==> config.mk <==
export PLATFORM = sky130hd
export DESIGN_NAME = game_phase_sequencer
export DESIGN_NICKNAME = d
export VERILOG_FILES = /design/src/rtl/game_phase_sequencer_pkg.sv /design/src/rtl/game_phase_sequencer_tick_divider.sv /design/src/rtl/game_phase_sequencer.sv
export SDC_FILE = /design/constraint.sdc
export NUM_CORES = 1
export LEC_CHECK = 0
export CORE_ASPECT_RATIO = 2
export CORE_MARGIN = 3
export CORE_UTILIZATION = 35
export DETAILED_ROUTE_END_ITERATION = 10
export PLACE_DENSITY = 0.56
export SLEW_MARGIN = 40
export SYNTH_ARGS = -nofsm -noshare
export SYNTH_HDL_FRONTEND = slang
export SYNTH_SLANG_ARGS = --single-unit
==> constraint.sdc <==
create_clock -name Clk100M -period 3.8 [get_ports Clk100M]
set_input_delay 0.57 -clock Clk100M [delete_from_list [all_inputs] [get_ports Clk100M]]
set_output_delay 0.57 -clock Clk100M [all_outputs]
set_load 0.05 [all_outputs]
==> src/rtl/game_phase_sequencer_pkg.sv <==
// Shared definitions for the game phase sequencer.
//   phase_e   : sequencer phases (3-bit encoding)
//   P_*       : post-phase display page indices
//   absDiff   : unsigned 8-bit absolute difference
package game_phase_sequencer_pkg;

  typedef enum logic [2:0] {
    IDLE   = 3'd0,
    PRE    = 3'd1,
    GAME   = 3'd2,
    ANSWER = 3'd3,
    POST   = 3'd4,
    LOSE   = 3'd5
  } phase_e;

  localparam logic [1:0] P_USER    = 2'd0;
  localparam logic [1:0] P_GAME    = 2'd1;
  localparam logic [1:0] P_DIFF    = 2'd2;
  localparam logic [1:0] P_VERDICT = 2'd3;

  // Larger minus smaller, so 0 and 255 never wrap.
  function automatic logic [7:0] absDiff(input logic [7:0] a, input logic [7:0] b);
    return (a >= b) ? (a - b) : (b - a);
  endfunction

endpackage

==> src/rtl/game_phase_sequencer_tick_divider.sv <==
// Divides the system clock down to a one-cycle tick every CLK_HZ cycles.
//   Clk100M : system clock
//   Reset   : synchronous active-high reset
//   clear   : restart the count (phase/page transition)
//   tick    : high for one cycle when the count reaches CLK_HZ-1
module tick_divider #(
  parameter int CLK_HZ = 100000000
) (
  input  logic Clk100M,
  input  logic Reset,
  input  logic clear,
  output logic tick
);

  localparam int CW = (CLK_HZ > 1) ? $clog2(CLK_HZ) : 1;
  localparam logic [CW-1:0] Last = CW'(CLK_HZ - 1);

  logic [CW-1:0] cnt;

  assign tick = (cnt == Last);

  always_ff @(posedge Clk100M) begin
    if (Reset || clear || tick) cnt <= '0;
    else                        cnt <= cnt + CW'(1);
  end

endmodule

==> src/rtl/game_phase_sequencer.sv <==
// Master phase sequencer for the symbol-counting game.
//   Clk100M, Reset         : clock, synchronous active-high reset
//   start, submit          : debounced single-cycle button pulses
//   userCount, gameCount   : player's and true symbol counts
//   pre/game/answer/post/lose : registered one-hot phase flags
//   postPage               : display page while in POST
//   passed, countDiff, userLatched : verdict data captured at ANSWER exit
//   level, win             : progress through the levels
//   secLeft                : ticks remaining in the current phase/page
module game_phase_sequencer
  import game_phase_sequencer_pkg::*;
#(
  parameter int CLK_HZ      = 100000000,
  parameter int PRE_SECS    = 3,
  parameter int GAME_SECS   = 10,
  parameter int ANSWER_SECS = 15,
  parameter int PAGE_SECS   = 1,
  parameter int TOLERANCE   = 2,
  parameter int MAX_LEVEL   = 9
) (
  input  logic       Clk100M,
  input  logic       Reset,
  input  logic       start,
  input  logic       submit,
  input  logic [7:0] userCount,
  input  logic [7:0] gameCount,
  output logic       pre,
  output logic       game,
  output logic       answer,
  output logic       post,
  output logic       lose,
  output logic [1:0] postPage,
  output logic       passed,
  output logic [7:0] countDiff,
  output logic [7:0] userLatched,
  output logic [3:0] level,
  output logic       win,
  output logic [4:0] secLeft
);

  localparam logic [4:0] PreS   = 5'(PRE_SECS);
  localparam logic [4:0] GameS  = 5'(GAME_SECS);
  localparam logic [4:0] AnsS   = 5'(ANSWER_SECS);
  localparam logic [4:0] PageS  = 5'(PAGE_SECS);
  localparam logic [7:0] Tol    = 8'(TOLERANCE);
  localparam logic [3:0] MaxLvl = 4'(MAX_LEVEL);

  phase_e     state, stateNxt;
  logic [1:0] pageNxt;
  logic [4:0] secNxt;
  logic [3:0] levelNxt;
  logic       winNxt;
  logic       latch;
  logic       clearDiv;
  logic       tick;
  logic       lastTick;
  logic [7:0] diffNow;

  assign diffNow  = absDiff(userCount, gameCount);
  assign lastTick = tick && (secLeft == 5'd1);

  tick_divider #(.CLK_HZ(CLK_HZ)) uDiv (
    .Clk100M (Clk100M),
    .Reset   (Reset),
    .clear   (clearDiv),
    .tick    (tick)
  );

  always_comb begin
    stateNxt = state;
    pageNxt  = postPage;
    secNxt   = secLeft;
    levelNxt = level;
    winNxt   = win;
    latch    = 1'b0;
    case (state)
      IDLE: begin
        if (start) begin
          stateNxt = PRE;
          secNxt   = PreS;
          winNxt   = 1'b0;
        end
      end
      PRE: begin
        if (lastTick) begin
          stateNxt = GAME;
          secNxt   = GameS;
        end else if (tick) secNxt = secLeft - 5'd1;
      end
      GAME: begin
        if (lastTick) begin
          stateNxt = ANSWER;
          secNxt   = AnsS;
        end else if (tick) secNxt = secLeft - 5'd1;
      end
      ANSWER: begin
        // submit and timeout on the same cycle collapse into one exit
        if (submit || lastTick) begin
          latch    = 1'b1;
          stateNxt = POST;
          pageNxt  = P_USER;
          secNxt   = PageS;
        end else if (tick) secNxt = secLeft - 5'd1;
      end
      POST: begin
        if (lastTick) begin
          if (postPage != P_VERDICT) begin
            pageNxt = postPage + 2'd1;
            secNxt  = PageS;
          end else begin
            pageNxt = P_USER;
            secNxt  = '0;
            if (!passed) stateNxt = LOSE;
            else if (level < MaxLvl) begin
              levelNxt = level + 4'd1;
              stateNxt = PRE;
              secNxt   = PreS;
            end else begin
              levelNxt = '0;
              winNxt   = 1'b1;
              stateNxt = IDLE;
            end
          end
        end else if (tick) secNxt = secLeft - 5'd1;
      end
      LOSE: ;
      default: stateNxt = IDLE;
    endcase
    // restart the second count on any phase or page change so every
    // interval is an exact multiple of CLK_HZ from its entry
    clearDiv = (stateNxt != state) || (pageNxt != postPage);
  end

  always_ff @(posedge Clk100M) begin
    if (Reset) begin
      state       <= IDLE;
      pre         <= 1'b0;
      game        <= 1'b0;
      answer      <= 1'b0;
      post        <= 1'b0;
      lose        <= 1'b0;
      postPage    <= P_USER;
      passed      <= 1'b0;
      countDiff   <= '0;
      userLatched <= '0;
      level       <= '0;
      win         <= 1'b0;
      secLeft     <= '0;
    end else begin
      state    <= stateNxt;
      // flags decode the next state so they align with the state register
      pre      <= (stateNxt == PRE);
      game     <= (stateNxt == GAME);
      answer   <= (stateNxt == ANSWER);
      post     <= (stateNxt == POST);
      lose     <= (stateNxt == LOSE);
      postPage <= pageNxt;
      level    <= levelNxt;
      win      <= winNxt;
      secLeft  <= secNxt;
      if (latch) begin
        userLatched <= userCount;
        countDiff   <= diffNow;
        passed      <= (diffNow <= Tol);
      end
    end
  end

endmodule

==> qor.txt, run 1 <==
status = completed
Cell Area, Placed = 4536 sq um
I/O Pins = 54
aggregate negative setup slack = 0 ns
cell with the largest stage delay on the worst path = o21ai_1
Fillers = 1072
Post-Syn Area = 3899 sq um
slowest cell delay on critical path = 0.53 ns
clock transition at the registers of the reported paths = 0.05 ns
fraction of registers with async set/reset = 0%
nets = 585
CTS max path bufs = 2
first-pass iteration count of the detailed router = 5
Reg-to-Reg Start = uDiv.cnt[21]
Buffers on Ports = 53
Yosys reg bits = 64
initial antenna violation count = 0
number of remaining DRC errors = 0
Initial Util = 36.52%
R2R setup slack = 1.08 ns
Min-Delay Startpoint = uDiv.cnt[0]
Root Driver = clkbuf_16
Period Utilization, post-route = 85.11%
Yosys warning count = 0
CP bufs+invs = 2
Finished Cell Area = 4836 sq um
Max FO, Critical Path = 8
first-pass GRT wire length = 18240 um
EDFF count, synth = 0
Req. time, crit path = 3.99 ns
Die Height = 155.3 um
clock latency on the worst-skew pair = 0.33 ns
drt wl/cell = 16.53 um
max cap viols = 0
Post-CTS Repair Setup Buffers = 0
routed vias/inst = 5.522
gpl congestion = 0.9016
ANT nets after route = 0
worst slew pin tran = 0.5939 ns
GRT Total Usage = 19.14%
unrepaired setup endpoints after global routing = false
Area contributors post-synth = dfxtp_1, ha_1, nor2_1
worst reg2reg path endpoint = passed
count of cell types in the netlist = 67
Final Hold Fails = 0
CTS buffer count = 9
clk sink count = 64
total global routing overflow = 0
Rows = 53
largest net degree at the start of global routing = 28
Seq/Total Area, Yosys = 32.86%
Tmin final = 3.234 ns
pins over their slew limit = 0
cell depth of the worst hold path = 1
CP Class = in2reg
CTS tree = yes
Final Power = 1.757 mW
# diodes = 0
H-tree levels = 3
startpoint class of the critical path = primary input
hold buffer count at cts = 0
Synth Instances = 492
final core utilization = 45.29%
maximum VDD drop = 0.2521 mV
Area Overhead vs Synth = 24.04%
Yosys top cell area share = 32.86%
post-cts gate resize count = 0
Post-Syn Area per Cell = 7.924 sq um
crit-path leading delay family = compound AO/OA/AOI/OAI gates
Hold Path End = uDiv.cnt[0]
leading register cell type out of synthesis = dfxtp_1
die area = 12520 sq um
CORE AREA = 10680 sq um
CP endpoint kind = flop
Lkg Pwr = 1.794 nW
final wirelength = 11300 um
Final Setup Violations = 0
Die Wd = 80.63 um
Slew HR = 59.38%
fmax = 0.3092 GHz
post-detail-place hpwl = 8827 um
Max Clock Skew = 0.008359 ns
post-synthesis net count = 535
worst min-delay path class = reg2reg
DRT iter0 DRCs = 174
final setup margin = 0.5659 ns
pre-CTS setup slack = 0.2918 ns
crit path DAT = 3.43 ns
Power Dens Cells = 363.3 nW/um^2
cell depth of the worst flop-to-flop path = 8
vias in the first global route = 3784
share of cells above drive strength 1 = 6.947%
crit path cell chain = clkdlybuf4s50_1, inv_1, ha_1, a21oi_1, o21ai_0, o21ai_1, a211oi_1, or3_1, a311oi_1
area leader, netlist = dfxtp_1
DR vias = 3777
-- per-layer routing --
layer	vias to the layer above	GRT usage (%)	share of wire [%]
li1	1826	-	-
met1	1808	16.31	33
met2	105	38.05	59
met3	38	3.592	3.0
met4	0	12.09	5.2
met5	-	0	0
-- cells in the mapped netlist (4+ instances only) --
cell       n
inv_1     32
clkbuf_1  11
nor2_1    66
a21o_1     4
nand4_1   10
xor2_1    17
nand3_1   19
xnor2_1   12
a21oi_1   36
nor3_1    13
nand2b_1   6
a211oi_1  11
o21ai_0   18
nand2_1   52
and3_1     8
or3_1      7
ha_1      21
nor2b_1    7
dfxtp_1   64
-- worst max path at each step --
stage	cells past startpoint	end	start
2_1_floorplan	9	passed	userCount[0]
3_3_place_gp	9	countDiff[3]	userCount[3]
3_5_place_dp	9	countDiff[3]	userCount[3]
4_1_cts	9	countDiff[3]	userCount[3]
5_1_grt	10	countDiff[5]	userCount[3]
6_report	9	countDiff[3]	userCount[3]
-- flip-flops by register name (all words and copies together) (netlist names) --
signal,count
lose,1
post,1
uDiv.cnt,27
level,4
secLeft,5
userLatched,8
passed,1
postPage,2
win,1
pre,1
answer,1
state,3
countDiff,8
game,1
-- logic make-up after synthesis --
family,Yosys count,share of synthesized area [%]
compound gates,105,17.62
xor+xnor,29,6.515
fa+ha+maj,24,8.055
simple gates,218,29.04
flops,64,32.86
buf+inv,52,5.905
-- worst register-to-register path, delay by kind of cell (launching register included) --
family	cells	cell delay (ns)
simple gates	5	1.66
flops	1	0.41
compound gates	2	0.36
buf+inv	1	0.20
-- cells in the final DEF (no fill, tap or decap), types with 4 or more instances in the layout --
cell | Yosys | routed
nor2_1 | 66 | 66
dfxtp_1 | 64 | 64
clkdlybuf4s50_1 | 0 | 53
nand2_1 | 52 | 52
a21oi_1 | 36 | 36
inv_1 | 32 | 32
ha_1 | 21 | 21
nand3_1 | 19 | 19
o21ai_0 | 18 | 18
xor2_1 | 17 | 17
nor3_1 | 13 | 13
xnor2_1 | 12 | 12
a211oi_1 | 11 | 11
nand4_1 | 10 | 10
clkbuf_16 | 0 | 9
and3_1 | 8 | 8
nor2b_1 | 7 | 7
or3_1 | 7 | 7
nand2b_1 | 6 | 6
buf_4 | 2 | 6
a21o_1 | 4 | 4
-- cell type report --
| cell class | instances | area, sq um | area share, % |
|---|---|---|---|
| flip-flops and latches | 64 | 1281 | 26.49 |
| clock inverters | 3 | 40.04 | 0.8279 |
| well taps | 137 | 171.4 | 3.545 |
| clock buffers | 13 | 260.3 | 5.382 |
| inverters | 32 | 120.1 | 2.484 |
| repair buffers | 59 | 575.6 | 11.90 |
| multi-input cells | 376 | 2387 | 49.37 |
-- power breakdown --
part	leakage (nW)	internal [mW]	switching, mW
Combinational	1.13	0.0932	0.145
Sequential	0.517	0.677	0.00785
Clock	0.150	0.541	0.292
Total	1.79	1.31	0.445
-- through the flow --
stage	hold slack (ns)	std cells
3_5_place_dp	0.4466	668
3_3_place_gp	0.4236	668
5_1_grt	0.4679	684
6_report	0.4475	684
4_1_cts	0.4543	684
2_1_floorplan	0.4136	492
Note: power is estimated with default switching activity, not from simulation.
==> run 2: changes to the inputs <==
--- a/config.mk
+++ b/config.mk
@@ -14,3 +14,4 @@
 export SYNTH_ARGS = -nofsm -noshare
 export SYNTH_HDL_FRONTEND = slang
 export SYNTH_SLANG_ARGS = --single-unit
+export TNS_END_PERCENT = 30
==> constraint.sdc (replaced) <==
create_clock -name Clk100M -period 3.3 [get_ports Clk100M]
set_input_delay 0.495 -clock Clk100M [delete_from_list [all_inputs] [get_ports Clk100M]]
set_output_delay 0.495 -clock Clk100M [all_outputs]
set_load 0.05 [all_outputs]
==> run 2 against run 1 <==
Core utilization rose by 1.8 points. Setup slack lost 0.30 ns. Clock skew down 0.0028 ns. Sequential cell count stayed put. Die area unchanged. First-iteration DRC count fell by 40%. Critical path depth rose by 2. Routed wire length fell by 0.38%. Final cell count rose by 2.8%. Critical endpoint is now passed. Largest power group unchanged. Highest routed layer unchanged.
==> qor.txt, run 2 (same netlist as run 1, synthesis figures left out) <==
status = completed (unchanged)
Cell Area, Placed = 4678 sq um (was 4536 sq um)
Non-Filler Instances = 703 (was 684)
Buffers on Ports = 53 (unchanged)
first-pass GRT wire length = 18180 um (was 18240 um)
first-pass iteration count of the detailed router = 5 (unchanged)
Finished Cell Area = 5024 sq um (was 4836 sq um)
post-cts gate resize count = 0 (unchanged)
gpl congestion = 0.9283 (was 0.9016)
Tmin final = 3.033 ns
Req. time, crit path = 3.55 ns (was 3.99 ns)
Lkg Pwr = 1.900 nW (was 1.794 nW)
Most flops, register = uDiv.cnt (unchanged)
Area Overhead vs Synth = 28.85% (was 24.04%)
CP Class = in2reg (unchanged)
final wirelength = 11260 um (was 11300 um)
number of remaining DRC errors = 0 (unchanged)
H-tree levels = 3 (unchanged)
pins over their slew limit = 0 (unchanged)
Rows = 53 (unchanged)
die area = 12520 sq um (unchanged)
Final Setup Violations = 0 (unchanged)
CTS buffer count = 9 (unchanged)
Final Hold Fails = 0 (unchanged)
worst min-delay path class = reg2reg (unchanged)
share of cells above drive strength 1 = 10.42% (was 6.947%)
startpoint class of the critical path = primary input (unchanged)
Max Clock Skew = 0.005545 ns (was 0.008359 ns)
Placed Cells = 687 (was 668)
crit path DAT = 3.28 ns (was 3.43 ns)
Period Utilization, post-route = 91.91%
max cap viols = 0 (unchanged)
clock latency on the worst-skew pair = 0.33 ns (about the same)
CTS max path bufs = 2 (unchanged)
unrepaired setup endpoints after global routing = false (unchanged)
initial antenna violation count = 0 (unchanged)
Top Registers = uDiv.cnt x27, countDiff x8, userLatched x8 (unchanged)
ANT nets after route = 0 (unchanged)
Max FO, Critical Path = 3 (was 8)
CP endpoint kind = flop (unchanged)
nets = 604 (was 585)
vias in the first global route = 3802 (was 3784)
CTS tree = yes (unchanged)
maximum VDD drop = 0.2957 mV (was 0.2521 mV)
hold buffer count at cts = 0 (unchanged)
most frequent cells in the layout = nor2_1, dfxtp_1, clkdlybuf4s50_1, nand2_1, a21oi_1 (unchanged)
Post-CTS Repair Setup Buffers = 0 (unchanged)
largest net degree at the start of global routing = 28 (unchanged)
Initial Util = 36.52% (unchanged)
Root Driver = clkbuf_16 (unchanged)
Die Wd = 80.63 um (unchanged)
CORE AREA = 10680 sq um (unchanged)
DRT iter0 DRCs = 104 (was 174)
commonest non-fill, non-tap cell in the layout = nor2_1 (unchanged)
drt wl/cell = 16.02 um (was 16.53 um)
Fillers = 1073 (was 1072)
# diodes = 0 (unchanged)
GRT Total Usage = 18.93% (was 19.14%)
post-detail-place hpwl = 8794 um (was 8827 um)
Power Dens Cells = 437.0 nW/um^2 (was 363.3 nW/um^2)
I/O Pins = 54 (unchanged)
Slew HR = 57.87% (was 59.38%)
clock transition at the registers of the reported paths = 0.06 ns (was 0.05 ns)
total global routing overflow = 0 (unchanged)
DR vias = 3770 (was 3777)
max reg flops = 27 (unchanged)
routed vias/inst = 5.363 (was 5.522)
fmax = 0.3297 GHz
clk sink count = 64 (unchanged)
Die Height = 155.3 um (unchanged)
worst slew pin tran = 0.6253 ns (was 0.5939 ns)
==> run 2: cell count changes in the layout (fill, tap and decap cells not counted) <==
| cell | previous run | this run |
|---|---|---|
| clkinvlp_4 | 0 | 1 |
| clkinv_4 | 0 | 2 |
| clkbuf_1 | 2 | 0 |
| clkinv_2 | 2 | 1 |
| bufinv_16 | 1 | 3 |
| clkbuf_8 | 2 | 0 |
| buf_4 | 6 | 25 |
==> run 2: where the power goes <==
| part | internal [mW] | switching (mW) |
|---|---|---|
| Clock | 0.738 | 0.365 |
| Combinational | 0.133 | 0.171 |
| Sequential | 0.779 | 0.00883 |
==> run 2: layout make-up <==
cell class	count	area, sq um	share of cell area (%)
Multi-Input combinational cell	376	2387	47.52
Tap cell	137	171.4	3.412
Clock inverter	7	120.1	2.391
Inverter	32	120.1	2.391
Clock buffer	9	225.2	4.483
Timing Repair Buffer	78	718.2	14.30
Sequential cell	64	1281	25.50
==> run 2: critical path, cell delays in order <==
cell,delay (ns)
clkdlybuf4s50_1,0.48
inv_1,0.08
ha_1,0.34
nor2b_1,0.16
o311ai_0,0.52
buf_4,0.22
a211oi_1,0.08
o2111ai_1,0.21
a41oi_1,0.17
or3_1,0.36
o31ai_1,0.17
==> run 2: final timing paths <==
| path | from | cells past startpoint | end | slack, ns |
|---|---|---|---|---|
| min reg2reg | uDiv.cnt[0] | 1 | uDiv.cnt[0] | 0.44 |
| min | uDiv.cnt[0] | 1 | uDiv.cnt[0] | 0.44 |
| max | userCount[1] | 11 | passed | 0.27 |
| max reg2reg | uDiv.cnt[0] | 9 | countDiff[7] | 0.72 |
==> run 2: layer usage <==
metal / share of wire [%] / global-route usage (%)
met3: 3.2 / 3.592
met4: 3.4 / 9.025
met1: 33 / 16.67
met5: 0 / 0
met2: 61 / 38.45
==> run 2: through the flow <==
step	setup TNS, ns	hold slack, ns	util (%)	total power, mW	setup WS (ns)
final	0	0.4391	47.05	2.195	0.2668
after CTS	0	0.4498	47.05	2.235	0.3170
after floorplan	0	0.4136	-	0.9824	0.7763
after global placement	-0.03543	0.4232	43.82	1.108	-0.03543
after detailed placement	-0.01858	0.4414	43.82	1.107	-0.01858
after global routing	0	0.4793	47.05	2.289	0.2123
==> run 3: changes to the inputs <==
--- a/config.mk
+++ b/config.mk
@@ -5,11 +5,13 @@
 export SDC_FILE = /design/constraint.sdc
 export NUM_CORES = 1
 export LEC_CHECK = 0
+export CAP_MARGIN = 25
 export CORE_ASPECT_RATIO = 2
 export CORE_MARGIN = 3
 export CORE_UTILIZATION = 35
 export DETAILED_ROUTE_END_ITERATION = 10
 export PLACE_DENSITY = 0.56
+export SETUP_SLACK_MARGIN = 0.3
 export SLEW_MARGIN = 40
 export SYNTH_ARGS = -nofsm -noshare
 export SYNTH_HDL_FRONTEND = slang
==> run 3 against run 2 <==
Combinational power is essentially flat. Clock skew is essentially flat. Register-to-register slack hardly changed. Hold slack is essentially flat.
==> qor.txt, run 3 (same netlist as run 1, synthesis figures left out) <==
initial antenna violation count = 0 (unchanged)
drt wl/cell = 16.08 um (was 16.02 um)
first-pass iteration count of the detailed router = 4 (was 5)
Placed Cells = 687 (unchanged)
fmax = 0.3473 GHz (was 0.3297 GHz)
pre-CTS setup slack = -0.01858 ns (unchanged)
CP endpoint kind = flop (unchanged)
max cap viols = 0 (unchanged)
Max FO, Critical Path = 3 (unchanged)
Post-CTS Repair Setup Buffers = 0 (unchanged)
Area Overhead vs Synth = 29.04% (was 28.85%)
CP bufs+invs = 3 (unchanged)
pins over their slew limit = 0 (unchanged)
DRT iter0 DRCs = 112 (was 104)
CTS buffer count = 9 (unchanged)
Final Hold Fails = 0 (unchanged)
CORE AREA = 10680 sq um (unchanged)
most frequent cells in the layout = nor2_1, dfxtp_1, clkdlybuf4s50_1, nand2_1, a21oi_1 (unchanged)
Final Power = 2.198 mW (was 2.195 mW)
hold buffer count at cts = 0 (unchanged)
Die Wd = 80.63 um (unchanged)
Buffers on Ports = 53 (unchanged)
Final Setup Violations = 0 (unchanged)
final wirelength = 11310 um (was 11260 um)
worst min-delay path class = reg2reg (unchanged)
max reg flops = 27 (unchanged)
die area = 12520 sq um (unchanged)
first-pass GRT wire length = 18180 um (unchanged)
vias in the first global route = 3802 (unchanged)
gpl congestion = 0.9283 (unchanged)
H-tree levels = 3 (unchanged)
Lkg Pwr = 1.901 nW (was 1.900 nW)
post-detail-place hpwl = 8794 um (unchanged)
clock latency on the worst-skew pair = 0.33 ns (about the same)
Finished Cell Area = 5031 sq um (was 5024 sq um)
CTS max path bufs = 2 (unchanged)
worst slew pin tran = 0.6256 ns (was 0.6253 ns)
final setup margin = 0.4202 ns (was 0.2668 ns)
number of remaining DRC errors = 0 (unchanged)
Die Height = 155.3 um (unchanged)
unrepaired setup endpoints after global routing = false (unchanged)
Tmin final = 2.880 ns (was 3.033 ns)
Max Clock Skew = 0.005493 ns (was 0.005545 ns)
status = completed (unchanged)
nets = 604 (unchanged)
# diodes = 0 (unchanged)
Rows = 53 (unchanged)
cell with the largest stage delay on the worst path = clkdlybuf4s50_1 (was o311ai_0)
CTS tree = yes (unchanged)
R2R setup slack = 0.73 ns (was 0.72 ns)
crit path cell chain = clkdlybuf4s50_1, inv_1, ha_1, nor2b_1, o311ai_1, buf_4, a211oi_1, o2111ai_1, a41oi_1, or3_1, o31ai_1 (was clkdlybuf4s50_1, inv_1, ha_1, nor2b_1, o311ai_0, buf_4, a211oi_1, o2111ai_1, a41oi_1, or3_1, o31ai_1)
Root Driver = clkbuf_16 (unchanged)
Slew HR = 57.86% (was 57.87%)
Power Dens Cells = 436.9 nW/um^2 (was 437.0 nW/um^2)
aggregate negative setup slack = 0 ns (unchanged)
Hold WS = 0.4391 ns (about the same)
clock transition at the registers of the reported paths = 0.06 ns (about the same)
Period Utilization, post-route = 87.27% (was 91.91%)
clk sink count = 64 (unchanged)
Most flops, register = uDiv.cnt (unchanged)
CP Class = in2reg (unchanged)
crit path DAT = 3.13 ns (was 3.28 ns)
GRT Total Usage = 18.93% (unchanged)
Top Registers = uDiv.cnt x27, countDiff x8, userLatched x8 (unchanged)
ANT nets after route = 0 (unchanged)
share of cells above drive strength 1 = 10.78% (was 10.42%)
total global routing overflow = 0 (unchanged)
I/O Pins = 54 (unchanged)
Req. time, crit path = 3.55 ns (about the same)
maximum VDD drop = 0.2961 mV (was 0.2957 mV)
Cell Area, Placed = 4678 sq um (unchanged)
startpoint class of the critical path = primary input (unchanged)
post-cts gate resize count = 0 (unchanged)
crit-path leading delay family = compound AO/OA/AOI/OAI gates (unchanged)
Initial Util = 36.52% (unchanged)
commonest non-fill, non-tap cell in the layout = nor2_1 (unchanged)
largest net degree at the start of global routing = 28 (unchanged)
final core utilization = 47.12% (was 47.05%)
Non-Filler Instances = 703 (unchanged)
routed vias/inst = 5.356 (was 5.363)
DR vias = 3765 (was 3770)
slowest cell delay on critical path = 0.48 ns (was 0.52 ns)
-- run 3: cell counts in the layout (fill, tap and decap cells not counted) --
Identical to the previous run, type by type.
-- run 3: cell type report --
cell class / instances / area [sq um]
repair buffers: 78 / 718.2
inverters: 32 / 120.1
clock inverters: 7 / 120.1
fillers: 1073 / 5645
well taps: 137 / 171.4
clock buffers: 9 / 225.2
flip-flops and latches: 64 / 1281
multi-input cells: 376 / 2395
-- run 3: path summary, 6_finish.rpt --
check                                   from            to  depth (start not counted)
worst max-delay path            userCount[1]        passed                         11
worst min-delay path             uDiv.cnt[0]   uDiv.cnt[0]                          1
worst max register to register   uDiv.cnt[0]  countDiff[7]                          9
worst min register to register   uDiv.cnt[0]   uDiv.cnt[0]                          1
-- run 3: worst register-to-register path, stage by stage (launching register included) --
cell and delay [ns]:
dfxtp_1 0.34, ha_1 0.30, and3_1 0.23, nand3_1 0.16, nor4_4 0.45, o21ai_0 0.20
nand2b_1 0.22, buf_4 0.21, nor3_1 0.25, nor3_1 0.08
-- run 3: layer usage --
| metal | track usage, % | wire length, um | up-vias |
|---|---|---|---|
| li1 | - | - | 1855 |
| met1 | 16.67 | 3750 | 1808 |
| met2 | 38.45 | 6863 | 79 |
| met3 | 3.592 | 343 | 23 |
| met4 | 9.025 | 348 | 0 |
| met5 | 0 | 0 | - |
-- run 3: where the power goes --
group | total (mW) | switching, mW | leakage, nW | internal [mW]
logic | 0.307 | 0.174 | 1.22 | 0.134
registers | 0.788 | 0.00887 | 0.517 | 0.779
clock network | 1.10 | 0.365 | 0.166 | 0.738
total | 2.20 | 0.547 | 1.90 | 1.65
